### config.mk
export PLATFORM = sky130hd
export DESIGN_NAME = uart_tx_arbiter
export DESIGN_NICKNAME = d
export VERILOG_FILES = /design/src/rtl/uart_arb_pkg.sv /design/src/rtl/uart_tx_arbiter_rr_pick.sv /design/src/rtl/uart_tx_arbiter.sv
export SDC_FILE = /design/constraint.sdc
export NUM_CORES = 1
export LEC_CHECK = 0
export BUFFER_PORTS_ARGS = -buffer_cell sky130_fd_sc_hd__buf_2
export CORE_AREA = 2 2 51 53
export CTS_BUF_LIST = sky130_fd_sc_hd__clkbuf_8
export DETAILED_ROUTE_END_ITERATION = 8
export DIE_AREA = 0 0 53 55
export HOLD_SLACK_MARGIN = 0.15
export PLACE_DENSITY = 0.81
export SKIP_CTS_REPAIR_TIMING = 1
export SLEW_MARGIN = 15
export SYNTH_ARGS = -nofsm -noshare
export SYNTH_HDL_FRONTEND = slang
export SYNTH_SLANG_ARGS = --single-unit
### constraint.sdc
create_clock -name clk -period 5.11 [get_ports clk]
set_clock_uncertainty 0.1 [all_clocks]
set_input_delay 0.511 -clock clk [delete_from_list [all_inputs] [get_ports clk]]
set_output_delay 0.511 -clock clk [all_outputs]
set_load 0.01 [all_outputs]
### src/rtl/uart_arb_pkg.sv
// Shared types and helpers for the uart_tx arbiter.
package uart_arb_pkg;

  // Arbiter FSM states
  typedef enum logic [1:0] {
    IDLE      = 2'd0,
    ISSUE     = 2'd1,
    START     = 2'd2,
    WAIT_DONE = 2'd3
  } arb_state_t;

  // Largest supported requester count
  localparam int MAX_REQ = 16;

  // Width of a requester index; never narrower than one bit
  function automatic int idw(input int n);
    return (n <= 2) ? 1 : $clog2(n);
  endfunction

endpackage

### src/rtl/uart_tx_arbiter_rr_pick.sv
// Round-robin picker: first set request at or after ptr, wrapping at N-1.
module rr_pick
  import uart_arb_pkg::*;
#(
  parameter int N   = 4,
  parameter int IDW = idw(N)
) (
  input  logic [N-1:0]   req,
  input  logic [IDW-1:0] ptr,
  output logic           found,
  output logic [IDW-1:0] idx
);

  logic [IDW-1:0] cand;

  // Scan offsets from farthest to nearest so the nearest hit wins
  always_comb begin
    found = 1'b0;
    idx   = '0;
    cand  = '0;
    for (int k = N - 1; k >= 0; k--) begin
      cand = IDW'((int'(ptr) + k) % N);
      if (req[cand]) begin
        found = 1'b1;
        idx   = cand;
      end
    end
  end

endmodule

### src/rtl/uart_tx_arbiter.sv
// Packet-granular round-robin arbiter sharing one uart_tx among NUM_REQ
// byte-stream clients. Optional stall timeout: define UART_ARB_TIMEOUT_EN.
//
// Handshake: a byte moves from requester i when req_valid[i] & req_ready[i]
// are both high on a rising clk edge; req_ready is only ever raised for the
// granted requester, and only in ISSUE while uart_tx is not busy.
module uart_tx_arbiter
  import uart_arb_pkg::*;
#(
  parameter  int NUM_REQ     = 4,
  parameter  int TIMEOUT_CYC = 65535,
  localparam int IDW         = idw(NUM_REQ)
) (
  input  logic                 clk,
  input  logic                 reset,
  input  logic [NUM_REQ-1:0]   req_valid,
  input  logic [8*NUM_REQ-1:0] req_data,
  input  logic [NUM_REQ-1:0]   req_last,
  output logic [NUM_REQ-1:0]   req_ready,
  output logic                 grant_valid,
  output logic [IDW-1:0]       grant_id,
  output logic                 tx_start,
  output logic [7:0]           tx_data,
  input  logic                 tx_busy,
  input  logic                 tx_done,
  output logic                 timeout_err,
  output arb_state_t           state
);

  if (NUM_REQ < 1 || NUM_REQ > MAX_REQ || TIMEOUT_CYC < 1) begin : g_param_check
    $error("uart_tx_arbiter: NUM_REQ must be 1..16 and TIMEOUT_CYC at least 1");
  end

  logic [7:0]     req_byte [NUM_REQ];
  logic           last_q;
  logic [IDW-1:0] rr_ptr;
  logic [IDW-1:0] next_ptr;
  logic           pick_found;
  logic [IDW-1:0] pick_idx;
  logic           handshake;
  logic           timeout_hit;

  for (genvar g = 0; g < NUM_REQ; g++) begin : g_bytes
    assign req_byte[g] = req_data[8*g +: 8];
  end

  rr_pick #(.N(NUM_REQ), .IDW(IDW)) u_pick (
    .req   (req_valid),
    .ptr   (rr_ptr),
    .found (pick_found),
    .idx   (pick_idx)
  );

  // Pointer just past the current owner, wrapping to 0 after the last index
  assign next_ptr  = (grant_id == IDW'(NUM_REQ - 1)) ? '0 : grant_id + IDW'(1);
  assign handshake = (state == ISSUE) && !tx_busy && req_valid[grant_id];

  // Only the owner sees ready, and only while uart_tx can take a byte
  always_comb begin
    req_ready = '0;
    if (state == ISSUE && !tx_busy) req_ready[grant_id] = 1'b1;
  end

  // Arbitration FSM with registered grant and uart_tx outputs
  always_ff @(posedge clk) begin
    if (reset) begin
      state       <= IDLE;
      grant_valid <= 1'b0;
      grant_id    <= '0;
      tx_start    <= 1'b0;
      tx_data     <= '0;
      last_q      <= 1'b0;
      rr_ptr      <= '0;
    end else begin
      tx_start <= 1'b0;
      case (state)
        IDLE: begin
          if (pick_found) begin
            grant_id    <= pick_idx;
            grant_valid <= 1'b1;
            state       <= ISSUE;
          end
        end
        ISSUE: begin
          if (handshake) begin
            tx_data  <= req_byte[grant_id];
            last_q   <= req_last[grant_id];
            tx_start <= 1'b1;
            state    <= START;
          end else if (timeout_hit) begin
            grant_valid <= 1'b0;
            rr_ptr      <= next_ptr;
            state       <= IDLE;
          end
        end
        START: begin
          state <= WAIT_DONE;
        end
        WAIT_DONE: begin
          // tx_busy is deliberately ignored here; only tx_done ends a byte
          if (tx_done) begin
            if (last_q) begin
              grant_valid <= 1'b0;
              rr_ptr      <= next_ptr;
              state       <= IDLE;
            end else begin
              state <= ISSUE;
            end
          end
        end
        default: state <= IDLE;
      endcase
    end
  end

`ifdef UART_ARB_TIMEOUT_EN
  localparam int TOW = $clog2(TIMEOUT_CYC + 1);

  logic [TOW-1:0] stall_cnt;

  assign timeout_hit = (state == ISSUE) && !req_valid[grant_id] &&
                       (stall_cnt == TOW'(TIMEOUT_CYC - 1));

  // Count owner-stalled ISSUE cycles; release the grant when the limit is hit
  always_ff @(posedge clk) begin
    if (reset) begin
      stall_cnt   <= '0;
      timeout_err <= 1'b0;
    end else begin
      timeout_err <= timeout_hit;
      if (handshake || tx_done || timeout_hit) begin
        stall_cnt <= '0;
      end else if (state == ISSUE && !req_valid[grant_id]) begin
        stall_cnt <= stall_cnt + TOW'(1);
      end
    end
  end
`else
  assign timeout_hit = 1'b0;
  assign timeout_err = 1'b0;
`endif

endmodule

==> impl_metrics.py, run 1 <==
metrics = {
    "run_status": {
        "outcome": "finished clean",
    },
    "die": {
        "ios": 63,
        "die_area_sq_um": 2920,
        "start_util_pct": 46.3,
        "num_rows": 18,
        "die_h_microns": 55,
        "core_area_sq_um": 2360,
        "die_x_microns": 53,
    },
    "setup_path": {
        "ff2ff_path_depth": 4,
        "worst_path_max_delay_cell": "dfxtp_1",
        "rr_startpoint": "grant_id[0]$_SDFFE_PP0P_",
        "max_stage_delay_ns": 0.86,
        "worst_setup_path_start_kind": "register",
        "crit_family": "flip-flops",
        "worst_ep_arrival_time_ns": 1.76,
        "cp_cell_sequence": "inv_1 -> ha_1 -> and2_1 -> buf_2",
        "crit_required_ns": 4.50,
        "cp-end-kind": "output pin",
        "regToRegSetupSlack_ns": 2.95,
        "cp_max_fo": 16,
        "reg2reg_to": "state[0]$_SDFFE_PP0P_",
        "worstSetupPathType": "reg -> out",
        "worst-path-buf-inv": 2,
    },
    "global_route": {
        "grt_overflow": 0,
        "grt_start_max_net_pins": 17,
        "grt_pass1_wl_mm": 4.08,
        "grt_util_all_layers_pct": 19.3,
        "grt_pass1_vias": 969,
        "antenna_found_initial": 0,
    },
    "sta": {
        "worst_pin_slew_ns": 0.826,
        "hold_viol_final": 0,
        "slew_headroom_pct": 44.8,
        "maxSlewViolCount": 0,
        "setup_viol": 0,
        "fmax_mhz": 421,
        "rsz0062_at_grt": "no",
        "tns_ns": 0,
        "period_share_pct": 46.5,
        "layout_min_cycle_time_ns": 2.38,
    },
    "layout": {
        "diodes": 0,
        "nFillCells": 206,
        "drive_gt1_share_pct": 44.1,
        "syn2layout_area_growth_pct": 33.2,
        "fin_nets": 222,
        "fin_cells": 200,
    },
    "logic_synthesis": {
        "ys_seq_elements": 17,
        "syn_nets": 161,
        "synth_edf_count": 0,
        "postSynthCellCount": 110,
        "avgSynthCellArea_sq_um": 9.96,
        "yosys-top-cells-area": "dfxtp_1, mux4_2, mux2i_1",
        "yosysUniqueCellTypes": 27,
        "synthFlopType": "dfxtp_1",
        "ys_seq_area_share_pct": 31.1,
        "synth_async_sr_flop_share_pct": 0,
        "syn_area_sq_um": 1100,
        "yosys.area.top_type": "dfxtp_1",
        "yosysTopAreaCellShare_pct": 31.1,
        "yosysWarnings": 0,
    },
    "placed_design": {
        "portBuffers": 61,
        "place.gp.congestion": 0.754,
        "dp_hpwl_mm": 2.11,
        "dp.cells": 196,
    },
    "route": {
        "postRouteAntennaNets": 0,
        "wl_per_cell_microns": 13.0,
        "viasPerCell": 5.20,
        "drt_iter0_markers": 33,
        "num_vias": 1040,
        "wl_mm": 2.60,
        "route.detailed.drc": 0,
        "drtPass1Iterations": 4,
    },
    "clocking": {
        "insertion_delay_ns": 0.25,
        "clk_pin_slew_ns": 0.06,
        "clockBufferDepth": 2,
        "cts.htree.levels": 1,
        "numCtsBuffers": 3,
        "cts_root_buffer": "clkbuf_8",
        "clock-sinks": 17,
        "cts_tree": "yes",
    },
    "power": {
        "p_leak_nw": 0.766,
        "vdd_drop_max_v": 0.000164,
        "power.density_nw_per_um2": 310,
    },
    "run": {
        "max_cap_violations": 0,
    },
    "min_path": {
        "hold_start": "grant_valid$_SDFFE_PP0P_",
        "hp-class": "reg -> reg",
        "holdPathEnd": "grant_valid$_SDFFE_PP0P_",
        "holdPathStages": 2,
    },
}
flip-flops by register name, summed over array words and instances (netlist names):
register and cells:
tx_data 8, grant_id 2, rr_ptr 2, state 2
grant_valid 1, last_q 1, tx_start 1
worst register-to-register path, stage by stage, from the launching register on:
cell,delay [ns]
dfxtp_1,0.86
mux4_2,0.38
a21boi_1,0.08
or4_1,0.50
o211a_1,0.13
cell type report:
class                           instances  area [sq um]  area share, %
Multi-Input combinational cell         81           706           48.3
Sequential cell                        17           340           23.3
Timing Repair Buffer                   61           305           20.9
Clock buffer                            3          41.3           2.83
Tap cell                               30          37.5           2.57
Inverter                                7          26.3           1.80
Clock inverter                          1          3.75          0.257
cells by family after synthesis:
| kind of cell | count (synthesis) | share of synthesized area, % |
|---|---|---|
| simple gates | 38 | 17.4 |
| mux | 22 | 31.5 |
| compound gates | 13 | 7.19 |
| flops | 17 | 31.1 |
| other cells | 1 | 0.342 |
| fa+ha+maj | 7 | 7.99 |
| buf+inv | 12 | 4.57 |
through the flow:
step	power (mW)	util, %	hold WS, ns	setup WS [ns]	cell area [sq um]
floorplan	0.298	-	0.377	3.26	1100
global placement	0.351	59.8	0.369	2.97	1420
detailed placement	0.357	59.8	0.373	2.91	1420
CTS	0.456	61.7	0.390	2.71	1460
global route	0.483	61.7	0.416	2.55	1460
finish	0.452	61.7	0.395	2.73	1460
Yosys cell counts, types with 2 or more instances:
library cell / instances
mux2i_1: 12
nor3_1: 2
nand2_1: 5
nor2b_1: 3
nor2_1: 14
o21ai_0: 2
clkbuf_1: 2
and2_1: 5
or4_1: 2
nand2b_1: 3
ha_1: 7
dfxtp_1: 17
mux4_2: 10
inv_1: 7
a21oi_1: 7
how the worst max path moves through the flow:
stage	to	cells past startpoint	startpoint	slack, ns
CTS	req_ready[0]	4	grant_id[0]$_SDFFE_PP0P_	2.71
global placement	state[0]$_SDFFE_PP0P_	4	grant_id[0]$_SDFFE_PP0P_	2.97
global route	req_ready[0]	4	grant_id[0]$_SDFFE_PP0P_	2.55
detailed placement	state[0]$_SDFFE_PP0P_	4	grant_id[0]$_SDFFE_PP0P_	2.91
finish	req_ready[2]	4	grant_id[0]$_SDFFE_PP0P_	2.73
floorplan	req_ready[0]	4	grant_id[0]$_SDFFE_PP0P_	3.26
per-layer routing:
layer,up-vias,wire (microns),track usage [%]
met1,462,1050,22.7
met3,7,286,2.42
met4,0,53,9.83
li1,507,-,-
met5,-,0,0
met2,64,1210,34.8
power breakdown:
part	internal [mW]	switching [mW]
Sequential	0.152	0.0300
Combinational	0.0948	0.0769
Clock	0.0534	0.0455
Total	0.300	0.152
cells in the final DEF, fill, tap and decap left out:
master,n
nand2b_1,3
inv_1,8
o211a_1,1
o221ai_1,1
o21ai_0,2
dfxtp_1,17
o21a_1,1
clkbuf_8,3
or4_1,2
mux2i_1,12
nand2_2,1
nor2b_1,3
ha_1,7
a21boi_1,1
buf_2,61
nor3_1,2
nor2_1,14
mux4_2,10
nor4_1,1
and2_1,5
conb_1,1
nand3b_1,1
nand3_1,1
a21oi_1,7
nand2_1,5
(Power assumes the default switching activity.)
==> run 2, diff against run 1 <==
- ABC_AREA: not set -> 1
- CORE_AREA: 2 2 51 53 -> 2 2 56 58
- DIE_AREA: 0 0 53 55 -> 0 0 58 60
- PLACE_DENSITY: 0.81 -> 0.77
- clock period: 5.11 -> 2.3 ns (I/O delays scaled with it)
==> run 2 against run 1 <==
Setup slack worse by 2.4 ns; final area is 15% higher; total power grew to 2.7 times the previous value.
==> impl_metrics.py, run 2 <==
metrics = {
    "run_status": {
        "outcome": "finished clean",
    },
    "logic_synthesis": {
        "yosysWarnings": 0,
        "synth_edf_count": 0,
        "ys_seq_area_share_pct": 25.8,
        "yosysTopAreaCellShare_pct": 25.8,
        "yosysUniqueCellTypes": 29,
        "ys_seq_elements": 17,
        "yosys-top-cells-area": "dfxtp_1, nor2_1, o21ai_0",
        "avgSynthCellArea_sq_um": 6.26,
        "yosys.cell_count.top_type": "nor2_1",
        "syn_area_sq_um": 1320,
        "synth_async_sr_flop_share_pct": 0,
        "synth_common_cells": "nor2_1, nand2_1, o21ai_0, dfxtp_1, inv_1",
        "synthFlopType": "dfxtp_1",
        "yosys.area.top_type": "dfxtp_1",
        "postSynthCellCount": 211,
        "syn_nets": 262,
    },
    "route": {
        "drt_iter0_markers": 35,
        "viasPerCell": 4.87,
        "drtPass1Iterations": 4,
        "postRouteAntennaNets": 0,
        "num_vias": 1470,
        "wl_per_cell_microns": 10.7,
        "route.detailed.drc": 0,
        "wl_mm": 3.22,
    },
    "layout": {
        "largest_reg_flops": 8,
        "multi_input_area_sq_um": 833,
        "most-common-layout-cells": "buf_2, nor2_1, nand2_1",
        "syn2layout_area_growth_pct": 26.9,
        "fin_cells": 302,
        "diodes": 0,
        "fin_nets": 321,
        "drive_gt1_share_pct": 32.0,
        "max_flop_register": "tx_data",
        "seq_area_sq_um": 340,
        "nFillCells": 328,
        "final_common_cell": "buf_2",
    },
    "global_route": {
        "grt_start_max_net_pins": 22,
        "grt_overflow": 0,
        "antenna_found_initial": 0,
        "grt_util_all_layers_pct": 20.2,
        "grt_pass1_vias": 1335,
        "grt_pass1_wl_mm": 5.51,
    },
    "die": {
        "die_area_sq_um": 3480,
        "ios": 63,
        "die_x_microns": 58,
        "core_area_sq_um": 2900,
        "start_util_pct": 45.5,
        "die_h_microns": 60,
        "num_rows": 20,
    },
    "setup_path": {
        "worstSetupPathType": "reg -> out",
        "cp-end-kind": "output pin",
        "cp_max_fo": 21,
        "crit_required_ns": 1.97,
        "worst_setup_path_start_kind": "register",
        "worst_ep_arrival_time_ns": 1.62,
    },
    "sta": {
        "fmax_mhz": 513,
        "hold_viol_final": 0,
        "period_share_pct": 84.7,
        "setup_slack_ns": 0.351,
        "rsz0062_at_grt": "no",
        "layout_min_cycle_time_ns": 1.95,
        "worst_pin_slew_ns": 0.502,
        "slew_headroom_pct": 66.5,
        "maxSlewViolCount": 0,
        "tns_ns": 0,
        "setup_viol": 0,
    },
    "power": {
        "total_power_mw": 1.24,
        "vdd_drop_max_v": 0.000414,
        "p_leak_nw": 0.877,
        "power.density_nw_per_um2": 738,
    },
    "clocking": {
        "cts.htree.levels": 1,
        "clock-sinks": 17,
        "insertion_delay_ns": 0.25,
        "clockBufferDepth": 2,
        "cts_root_buffer": "clkbuf_8",
        "clk_pin_slew_ns": 0.07,
        "numCtsBuffers": 3,
        "cts_tree": "yes",
    },
    "placed_design": {
        "dp.cells": 297,
        "place_ws_ns": 0.618,
        "portBuffers": 61,
        "dp_hpwl_mm": 2.55,
        "place.gp.congestion": 0.833,
    },
    "min_path": {
        "hp-class": "in -> reg",
    },
    "run": {
        "max_cap_violations": 0,
    },
}
## run 2: critical path, cell delays in order (launching register included)
cell and delay (ns):
dfxtp_1 0.51, inv_1 0.33, ha_1 0.30, inv_1 0.05
nor2_1 0.04, buf_2 0.13
## run 2: worst paths after layout
kind | start | to | slack, ns | depth (start not counted)
max | grant_id[0]$_SDFFE_PP0P_ | req_ready[0] | 0.35 | 5
min | req_data[26] | tx_data[2]$_SDFFE_PP0P_ | 0.19 | 3
min reg2reg | tx_data[4]$_SDFFE_PP0P_ | tx_data[4]$_SDFFE_PP0P_ | 0.42 | 2
max reg2reg | rr_ptr[0]$_SDFFE_PP0P_ | grant_id[1]$_SDFFE_PP0P_ | 0.65 | 10
## run 2: kinds of logic after synthesis
kind of cell | share of synthesized area, %
simple gates | 34.6
compound gates | 21.6
buf+inv | 11.2
flops | 25.8
fa+ha+maj | 6.63
other cells | 0.284
## run 2: routing by layer
layer | track usage [%] | share of wire (%) | up-vias
met4 | 6.98 | 0.93 | 0
met2 | 35.4 | 48 | 51
met1 | 24.9 | 44 | 620
met5 | 0 | 0 | -
met3 | 3.68 | 7.3 | 3
li1 | - | - | 796
## run 2: per-stage QoR
step                      hold WS [ns]  util (%)  area, sq um
after floorplan                  0.192         -         1320
after global placement           0.373      55.9         1620
after detailed placement         0.366      55.9         1620
after CTS                       0.0937      57.4         1670
after global routing             0.197      57.8         1680
final                            0.191      57.8         1680
## run 2: where the power goes
group          total, mW  switching (mW)  internal [mW]
registers          0.398          0.0430          0.355
clock network      0.221           0.102          0.119
logic              0.618           0.373          0.245
total               1.24           0.518          0.718
## run 2: final cells by class
| cell class | instances | area share (%) |
|---|---|---|
| multi-input combinational | 163 | 49.7 |
| tap | 33 | 2.46 |
| clock buffer | 3 | 2.46 |
| sequential | 17 | 20.3 |
| clock inverter | 1 | 0.224 |
| timing repair buffer | 64 | 19.7 |
| inverter | 21 | 5.15 |
